**src/rtl/nonce_receiver_pkg.sv**
```systemverilog
// Shared types and constants for the nonce receiver.
package nonce_receiver_pkg;

   // Serial nonce width; the bit counter below is sized for exactly this.
   localparam int NONCE_W = 32;
   localparam int CNT_W   = 5;

   typedef enum logic [1:0] {
      ST_IDLE  = 2'd0,
      ST_REQ   = 2'd1,
      ST_SHIFT = 2'd2,
      ST_HOLD  = 2'd3
   } state_t;

endpackage

```
**src/rtl/nonce_receiver_sipo.sv**
```systemverilog
// 32-bit LSB-first serial-in/parallel-out assembly register.
// Bits enter at the MSB and move toward bit 0, so after W shifts the first
// bit received sits at bit 0. next_val exposes the value the register will
// hold after the current shift, letting the caller capture the complete word
// on the same edge the last bit arrives.
module nonce_sipo #(
   parameter int W = 32
) (
   input  logic         clk,
   input  logic         rst,
   input  logic         shift_en,
   input  logic         bit_in,
   output logic [W-1:0] next_val
);

   logic [W-1:0] sr;
   logic         unused_lsb;

   assign next_val   = {bit_in, sr[W-1:1]};
   // The oldest bit falls off the end on every shift and is never read.
   assign unused_lsb = sr[0];

   // Shift one bit in per enabled cycle; reset clears any partial assembly.
   always_ff @(posedge clk or posedge rst) begin
      if (rst)
         sr <= '0;
      else if (shift_en)
         sr <= next_val;
   end

endmodule

```
**src/rtl/nonce_receiver.sv**
```systemverilog
// Nonce receiver: on a buffer win, requests a serial shift-out, assembles
// the 32-bit nonce, and holds it until the consumer acknowledges.
// One further win may be queued while holding; anything beyond that, or a
// win while a transfer is in flight, is flagged on the sticky err_o.
module nonce_receiver #(
   parameter int NONCE_W = 32
) (
   input  logic               clk,
   input  logic               rst,
   input  logic               valid_i,
   input  logic               success_i,
   input  logic               nonce_i,
   input  logic               error_i,
   output logic               readready,
   output logic [NONCE_W-1:0] nonce_o,
   output logic               nonce_valid_o,
   input  logic               nonce_ack_i,
   output logic               busy_o,
   output logic               err_o
);

   import nonce_receiver_pkg::*;

   state_t             state, state_next;
   logic [CNT_W-1:0]   count, count_next;
   logic               pending, pending_next;
   logic               err_q;
   logic               win;
   logic               overflow;
   logic               shift_en;
   logic               nonce_load;
   logic [NONCE_W-1:0] assembled;

   assign win = valid_i && success_i;

   nonce_sipo #(.W(NONCE_W)) u_sipo (
      .clk      (clk),
      .rst      (rst),
      .shift_en (shift_en),
      .bit_in   (nonce_i),
      .next_val (assembled)
   );

   // State, bit counter and pending flag registers.
   always_ff @(posedge clk or posedge rst) begin
      if (rst) begin
         state   <= ST_IDLE;
         count   <= '0;
         pending <= 1'b0;
      end else begin
         state   <= state_next;
         count   <= count_next;
         pending <= pending_next;
      end
   end

   // Output nonce changes only when a full word is complete (entry to HOLD).
   always_ff @(posedge clk or posedge rst) begin
      if (rst)
         nonce_o <= '0;
      else if (nonce_load)
         nonce_o <= assembled;
   end

   // Sticky error: buffer error or overflow, cleared only by reset.
   always_ff @(posedge clk or posedge rst) begin
      if (rst)
         err_q <= 1'b0;
      else if (overflow || error_i)
         err_q <= 1'b1;
   end

   // Next-state, counter, pending and overflow decode.
   always_comb begin
      state_next   = state;
      count_next   = count;
      pending_next = pending;
      shift_en     = 1'b0;
      nonce_load   = 1'b0;
      overflow     = 1'b0;
      case (state)
         ST_IDLE: begin
            if (win)
               state_next = ST_REQ;
         end
         ST_REQ: begin
            // Bit 0 is already on the wire while readready is high.
            shift_en   = 1'b1;
            count_next = CNT_W'(1);
            state_next = ST_SHIFT;
            overflow   = win;
         end
         ST_SHIFT: begin
            shift_en = 1'b1;
            overflow = win;
            if (count == CNT_W'(NONCE_W - 1)) begin
               nonce_load = 1'b1;
               count_next = '0;
               state_next = ST_HOLD;
            end else begin
               count_next = count + CNT_W'(1);
            end
         end
         ST_HOLD: begin
            // A second queued win cannot be stored: the older one is lost.
            if (win && pending)
               overflow = 1'b1;
            if (nonce_ack_i) begin
               if (pending || win) begin
                  state_next   = ST_REQ;
                  pending_next = 1'b0;
               end else begin
                  state_next = ST_IDLE;
               end
            end else if (win) begin
               pending_next = 1'b1;
            end
         end
         default: begin
            state_next = ST_IDLE;
         end
      endcase
   end

   // Handshake outputs come from registered state only.
   assign readready     = (state == ST_REQ);
   assign busy_o        = (state == ST_REQ) || (state == ST_SHIFT);
   assign nonce_valid_o = (state == ST_HOLD);
   assign err_o         = err_q;

endmodule
```
**config.mk**
```make
export PLATFORM = sky130hd
export DESIGN_NAME = nonce_receiver
export DESIGN_NICKNAME = d
export VERILOG_FILES = /design/src/rtl/nonce_receiver_pkg.sv /design/src/rtl/nonce_receiver_sipo.sv /design/src/rtl/nonce_receiver.sv
export SDC_FILE = /design/constraint.sdc
export NUM_CORES = 1
export LEC_CHECK = 0
export ABC_AREA = 1
export CAP_MARGIN = 10
export CORE_UTILIZATION = 35
export DETAILED_ROUTE_END_ITERATION = 16
export HOLD_SLACK_MARGIN = 0.12
export SETUP_SLACK_MARGIN = 0.3
export SLEW_MARGIN = 5
export SYNTH_ARGS = -nofsm -noshare
export SYNTH_HDL_FRONTEND = slang
export SYNTH_SLANG_ARGS = --single-unit
```
**constraint.sdc**
```tcl
create_clock -name clk -period 2.62 [get_ports clk]
set_clock_uncertainty 0.1 [all_clocks]
set_input_delay 0.524 -clock clk [delete_from_list [all_inputs] [get_ports clk]]
set_output_delay 0.524 -clock clk [all_outputs]
set_load 0.01 [all_outputs]
```
== Word level (Yosys, flattened, before mapping) ==
Cells that the tools add are included.
Word-level totals
  bits in registers: 73
  latch bits: 0
  bits in writable memories: 0
  bits in read-only memories: 0
  input bits: 7
  logic and storage cells: 41
  memories kept: 0
Operators by class
  add/sub/neg operators: 1
  multipliers: 0
  div/mod/pow operators: 0
  magnitude comparators: 0
  equal/unequal tests: 8
  shift-type cells: 0
  mux-type cells: 15
  bitwise logic cells: 0
  reductions and logical operators: 11
Operators by type and width (number)
  $pmux W5 S2: 1
  $mux W1: 8
  $pmux W2 S4: 1
  $mux W2: 3
  $reduce_and A3 Y1: 2
  $add A5 B1 Y5 const B: 1
  $eq A5 B5 Y1 const B: 1
  $mux W5: 1
  $eq A2 B2 Y1 const B: 2
  $ne A2 B1 Y1 const B: 2
  $ne A2 B2 Y1 const B: 2
  $reduce_bool A2 Y1: 2
  $logic_or A1 B1 Y1: 3
  $eq A2 B1 Y1 const B: 1
  $logic_and A1 B1 Y1: 2
  $logic_not A2 Y1: 1
  $pmux W1 S2: 1
  $reduce_or A2 Y1: 1

== Longest topological paths before layout ==
Gate-level depths: netlist of run 1.
  word-level depth: 5
  mapped depth: 10

== Modules after synthesis ==
Synthesis of run 1 repeated with hierarchy kept, for this count alone.
Unflattened totals
  cells, all modules: 271
  area total of the unflattened synthesis: 3021.6 sq um
By module, submodules not included
  nonce_receiver: instances 1, cells each 138, area an instance 1851.8 sq um, sequential area each 1026.0 sq um
  nonce_sipo: instances 1, cells each 133, area an instance 1169.9 sq um, sequential area each 775.7 sq um

== Least setup slack after synthesis of run 1 ==
OpenSTA, ideal clock, no wires.
  path type: reg-to-reg
  start: register count[0]
  end: register nonce_o[31]
  library setup time: 0.125 ns
  arrival time: 1.410 ns
  setup slack: 0.985 ns
  cell stages (with the launch flop): 6
  period minus slack after synthesis: 1.635 ns
  path through: dfrtp_1 -> ha_1 -> and3_1 -> ha_1 -> nand2_4 -> mux2_4
Between the ends
  cells in the longest elaborated chain, start to end: 3
Ends and longest elaborated chain
  start, declared: line nonce_receiver.sv:25  | logic [CNT_W-1:0] count, count_next;
  start signal, assigned: line nonce_receiver.sv:52  | count <= count_next;
  $eq A5 B5 Y1: line nonce_receiver.sv:96  | if (count == CNT_W'(NONCE_W - 1)) begin
  $mux W1: line nonce_receiver.sv:96
  $mux W1: line nonce_receiver.sv:81  | case (state)
  end signal, assigned: line nonce_receiver.sv:62  | nonce_o <= assembled;
  end, declared: line nonce_receiver.sv:15  | output logic [NONCE_W-1:0] nonce_o,
Every way passes these cells.
A chain may end at the register's enable or synchronous reset.

== Worst setup path after layout of run 1 ==
  start: register state[1]
  end: output readready
Between the ends
  cells in the longest elaborated chain, start to end: 1
Ends and longest elaborated chain
  start, declared: line nonce_receiver.sv:24  | state_t state, state_next;
  start signal, assigned: line nonce_receiver.sv:51  | state <= state_next;
  $eq A2 B1 Y1: line nonce_receiver.sv:126  | assign readready = (state == ST_REQ);
  end, declared: line nonce_receiver.sv:14  | output logic readready,
Every way passes these cells.

==> results.yml, run 1 <==
yosys:
  async_reset_ff_share_pct: 100
  synth_top_area_cell: "dfrtp_1"
  synth_xor_area_share_pct: 0
  synth_common_cells: "84 x nand2_1, 72 x dfrtp_1, 41 x inv_1"
  synth_mux_area_share_pct: 0.504
  syn_avg_cell_area_um2: 9.86
  yosys.area_share.simple_pct: 12.7
  syn_area_um2: 2980
  seq_area_frac_synth_pct: 60.5
  synth_area_leaders: "dfrtp_1 61%, nand2_1 11%, o21ai_0 6.1%, o21ai_2 5.9%, inv_1 5.2%"
  synthAdderAreaFrac_pct: 2.94
  yosysMostFrequentCell: "nand2_1"
  synth_flop_cell: "dfrtp_1"
  synth-compound-area-share_pct: 14.5
  netlist_instances: 302
  yosys_warnings: 0
  synth_nets: 316
  synth_top_family_by_area: "compound AO/OA/AOI/OAI gates"
  yosysTopAreaCellShare_pct: 60.5
  synth_cell_types: 20
  synth_edf_count: 0
  ys_seq_elements: 72
setup_path:
  path_cells: "inv_1, ha_1, clkdlybuf4s50_1"
  end_kind: "primary output"
  crit_fanout: 4
  start_kind: "register"
  slowest_delay_ns: 0.53
  path_class: "reg -> out"
  cpMaxStageDelayCell: "clkdlybuf4s50_1"
  r2r_cells: 7
  cp.arrival_ns: 1.57
  cp.required_ns: 2.00
timing:
  period_minus_slack_ns: 2.20
  max_freq_mhz: 455
  rsz0062_at_grt: "no"
  hold_viol: 0
  maxSlewViolCount: 0
  setup_tns_ns: 0
  finalSetupViolations: 0
  setup_ws_ns: 0.421
  tightestPinTransition_ns: 0.588
  slew_headroom_pct: 60.8
  min_period_over_period_pct: 83.9
cts:
  clk_pin_slew_ns: 0.08
  htree_levels: 3
  cts_tree: "yes"
  numCtsBuffers: 9
  cts_root_buf: "clkbuf_8"
  clk_path_buf_depth: 2
  cts_hold_buffers: 0
  cts.sinks: 72
  clk_latency_ns: 0.34
routing:
  met1_length_um: 2430
  wl_um: 5020
  drtPass1Iterations: 4
  vias_per_cell: 4.46
  detail-route-antenna-nets: 0
  drtIter0Drc: 43
  vias: 2033
  top_layer: "met4"
  routedWlPerCell_um: 11.0
  dr_wl_met3_um: 225
  wl_met2_um: 2270
  drc: 0
global_route:
  grt_antenna_before_repair: 0
  grt_util_all_layers_pct: 13.2
  grt_pass1_wl_um: 8910
  grt.overflow.total: 0
  grt_pass1_vias: 1978
  grt_max_degree: 73
final_layout:
  fill_cells: 816
  area.growth.synth_to_final_pct: 24.3
  drive_gt1_share_pct: 13.4
  final_area_um2: 3700
  antennaDiodeCount: 0
  nets: 360
floorplanning:
  num_rows: 33
  io_pins: 43
  dieArea_um2: 8880
  die_h_um: 94.2
  fp.dieW_um: 94.2
  core_um2: 8220
  initial_core_util_pct: 36.2
place:
  dpl_cell_area_um2: 3480
  hpwl_um: 3240
  pre_cts_ws_ns: 0.640
  place.gp.congestion: 0.688
  io_buffer_count: 42
worst_hold_path:
  hold_depth: 2
  min_path_type: "reg -> reg"
power:
  p_leak_nw: 1.69
  powerDensity_nw_per_um2: 891
  total_power_mw: 3.30
  ir_worst_vdd_mv: 1.58
status:
  status: "complete, no violations"
job:
  cap_violations: 0
-- registers in the layout (all words and copies together), names as in the netlist --
| name | flops |
|---|---|
| nonce_o | 32 |
| u_sipo.sr | 31 |
| count | 5 |
| state | 2 |
| err_o | 1 |
| pending | 1 |
-- what timing repair did --
| item | in CTS | in global routing |
|---|---|---|
| endpoints found under the setup margin | 1 | 1 |
| buffers inserted | 1 | 0 |
| resized for setup | 1 | 1 |
-- layout by cell type (no fill, tap or decap), types with 3 or more instances in the layout --
cell             synthesis  layout
nand2_1                 84      84
o21ai_2                 20      20
clkbuf_8                 0      11
ha_1                     7       5
inv_1                   41      40
buf_4                    2       3
dfrtp_1                 72      72
o21ai_1                 12      12
clkinvlp_4               0       3
nand3_1                  6       6
o21ai_0                 36      36
clkdlybuf4s50_1          0      41
-- final cells by class --
type / instances / area [um^2] / share of cell area (%)
clock buffers: 11 / 151 / 4.09
clock inverters: 5 / 55.1 / 1.49
inverters: 42 / 161 / 4.36
multi-input cells: 174 / 916 / 24.8
flip-flops and latches: 72 / 1800 / 48.7
well taps: 105 / 131 / 3.55
repair buffers: 47 / 482 / 13.0
-- stage by stage --
| step | hold slack, ns | utilization, % | instances |
|---|---|---|---|
| floorplan | 0.347 | - | 302 |
| finish | 0.374 | 45.0 | 456 |
| global route | 0.404 | 45.0 | 456 |
| CTS | 0.386 | 45.0 | 456 |
| detailed placement | 0.366 | 42.4 | 439 |
| global placement | 0.360 | 42.4 | 439 |
-- path summary, 6_finish.rpt --
| path | startpoint | to | slack, ns |
|---|---|---|---|
| setup / recovery | state[1]$_DFFE_PP0P_ | readready | 0.42 |
| hold / removal | u_sipo.sr[31]$_DFFE_PP0P_ | u_sipo.sr[30]$_DFFE_PP0P_ | 0.37 |
| setup reg to reg | count[0]$_DFFE_PP0P_ | nonce_o[14]$_DFFE_PP0P_ | 0.68 |
| hold reg to reg | u_sipo.sr[31]$_DFFE_PP0P_ | u_sipo.sr[30]$_DFFE_PP0P_ | 0.37 |
| max in group asynchronous | rst | u_sipo.sr[22]$_DFFE_PP0P_ | 1.59 |
| min in group asynchronous | rst | u_sipo.sr[6]$_DFFE_PP0P_ | 0.53 |
-- routing by layer --
metal / vias to the layer above / global-route usage (%)
li1: 1040 / -
met1: 946 / 17.1
met2: 36 / 20.2
met3: 11 / 3.72
met4: 0 / 6.15
met5: - / 0
-- report_power, final --
part           switching (mW)  internal [mW]
Combinational           0.667          0.292
Sequential              0.114           1.33
Clock                   0.404          0.488
Total                    1.19           2.11
-- worst max-delay path: cells and delay by family, from the launching register on --
kind	cells	cell delay, ns
flops	1	0.41
buf+inv	2	0.65
fa+ha+maj	1	0.17
-- cell families after synthesis --
family | after synthesis
AO/OA/AOI/OAI | 71
buffers and inverters | 56
multiplexers | 1
AND/OR/NAND/NOR | 95
flip-flops | 72
adder cells (fa/ha/maj) | 7
(Power assumes the default switching activity.)
==> run 2, diff against run 1 <==
- clock period: 2.62 -> 1.8 ns (I/O delays scaled with it)
==> results.yml, run 2 (same netlist as run 1, synthesis figures left out) <==
status:
  status: "complete, no violations"
timing:
  finalSetupViolations: 0
  max_freq_mhz: 595
  period_minus_slack_ns: 1.68
  rsz0062_at_grt: "yes"
  min_period_over_period_pct: 93.4
  maxSlewViolCount: 0
  setup_tns_ns: 0
  slew_headroom_pct: 72.1
  tightestPinTransition_ns: 0.417
  hold_viol: 0
cts:
  cts_root_buf: "clkbuf_8"
  cts.sinks: 72
  htree_levels: 3
  cts_tree: "yes"
  clk_path_buf_depth: 2
  clk_latency_ns: 0.34
  clk_pin_slew_ns: 0.08
  numCtsBuffers: 9
  cts_hold_buffers: 0
routing:
  drtPass1Iterations: 6
  routedWlPerCell_um: 12.0
  vias: 2209
  drc: 0
  vias_per_cell: 4.54
  drtIter0Drc: 43
  wl_um: 5840
  detail-route-antenna-nets: 0
setup_path:
  crit_fanout: 4
  path_class: "reg -> out"
  cp.required_ns: 1.34
  cp.arrival_ns: 1.22
  start_kind: "register"
  r2r_cells: 5
  end_kind: "primary output"
final_layout:
  largest_reg_flops: 32
  nets: 392
  top_register: "nonce_o"
  mostFrequentLayoutCells: "72 x dfrtp_1, 54 x nand2_1, 37 x inv_1"
  final_common_cell: "dfrtp_1"
  drive_gt1_share_pct: 33.8
  antennaDiodeCount: 0
  post-route-util_pct: 53.5
  reg_top3: "nonce_o x32, u_sipo.sr x31, count x5"
  area.growth.synth_to_final_pct: 47.7
floorplanning:
  initial_core_util_pct: 36.2
  dieArea_um2: 8880
  io_pins: 43
  fp.dieW_um: 94.2
  die_h_um: 94.2
  core_um2: 8220
  num_rows: 33
place:
  place.gp.congestion: 0.747
  io_buffer_count: 42
  hpwl_um: 3410
job:
  cap_violations: 0
global_route:
  grt_antenna_before_repair: 0
  grt_max_degree: 72
  grt_util_all_layers_pct: 13.9
  grtUsageMet1_pct: 17.0
  met2_usage_pct: 22.2
  grtUsageMet3_pct: 3.24
  grt_pass1_wl_um: 9310
  grt_pass1_vias: 2052
  grt.overflow.total: 0
  top_usage_layer: "met2"
power:
  power.switching_mw: 1.94
  ir_worst_vdd_mv: 1.10
  power_frac_clock_pct: 24.0
  switching_share_pct: 36.8
  intPower_mw: 3.34
  p_leak_nw: 2.05
  combPwrFrac_pct: 36.3
  p_seq_share_pct: 39.7
  powerDensity_nw_per_um2: 1200
worst_hold_path:
  min_path_type: "in -> async"
-- run 2: cell count changes in the layout (fill, tap and decap cells not counted), moves of 14 or more --
cell / before / now
buf_4: 3 / 19
clkdlybuf4s15_1: 0 / 18
clkdlybuf4s50_1: 41 / 6
dlygate4sd2_1: 1 / 15
nand2_1: 84 / 54
nand2_4: 1 / 20
-- run 2: path summary, 6_finish.rpt --
| path | start | to | slack, ns |
|---|---|---|---|
| max in group asynchronous | rst | nonce_o[20]$_DFFE_PP0P_ | 0.85 |
| setup / recovery | state[1]$_DFFE_PP0P_ | busy_o | 0.12 |
| hold reg to reg | err_o$_DFFE_PP0P_ | err_o$_DFFE_PP0P_ | 0.37 |
| setup reg to reg | count[0]$_DFFE_PP0P_ | nonce_o[31]$_DFFE_PP0P_ | 0.18 |
| hold / removal | rst | nonce_o[31]$_DFFE_PP0P_ | 0.27 |
| min in group clk | err_o$_DFFE_PP0P_ | err_o$_DFFE_PP0P_ | 0.37 |
-- run 2: cell type report --
class	instances	area, um^2
Clock buffer	10	138
Clock inverter	5	56.3
Fill cell	748	3820
Inverter	42	161
Multi-Input combinational cell	175	1230
Sequential cell	72	1800
Tap cell	105	131
Timing Repair Buffer	78	877
-- run 2: power by group through the flow --
stage	logic (mW)	clock network [mW]	registers, mW
2_1_floorplan	1.21	0	2.10
3_3_place_gp	1.56	0	2.12
3_5_place_dp	1.60	0	2.13
4_1_cts	1.73	1.29	2.10
5_1_grt	2.17	1.36	2.14
6_report	1.92	1.27	2.10
-- run 2: repair_timing --
action / CTS / global route
setup endpoints to repair: 68 / 64
cloned: 2 / 4
pin swaps: 4 / 8
setup buffers: 8 / 13
resized for setup: 74 / 75
-- run 2: routing by layer --
metal  up-vias  share of wire [%]  wire length, um
met2        33                 48             2820
met5         -                  0                0
met4         0                2.2              130
li1       1107                  -                -
met3        12                3.1              179
met1      1057                 46             2710
-- run 2: worst max-delay path, stage by stage (launching register included) --
cell and delay [ns]:
dfrtp_1 0.40, inv_2 0.13, ha_4 0.23, buf_6 0.12
-- run 2: per-stage QoR --
stage                     area [um^2]  setup slack (ns)  hold WS (ns)  total power [mW]  instances
after floorplan                  3010             0.256         0.350              3.31        302
after global routing             4400            0.0780         0.299              5.67        487
after detailed placement         3580            0.0884         0.368              3.72        445
after global placement           3580             0.105         0.363              3.68        445
after CTS                        3960            0.0991         0.273              5.12        470
final                            4400             0.118         0.270              5.28        487
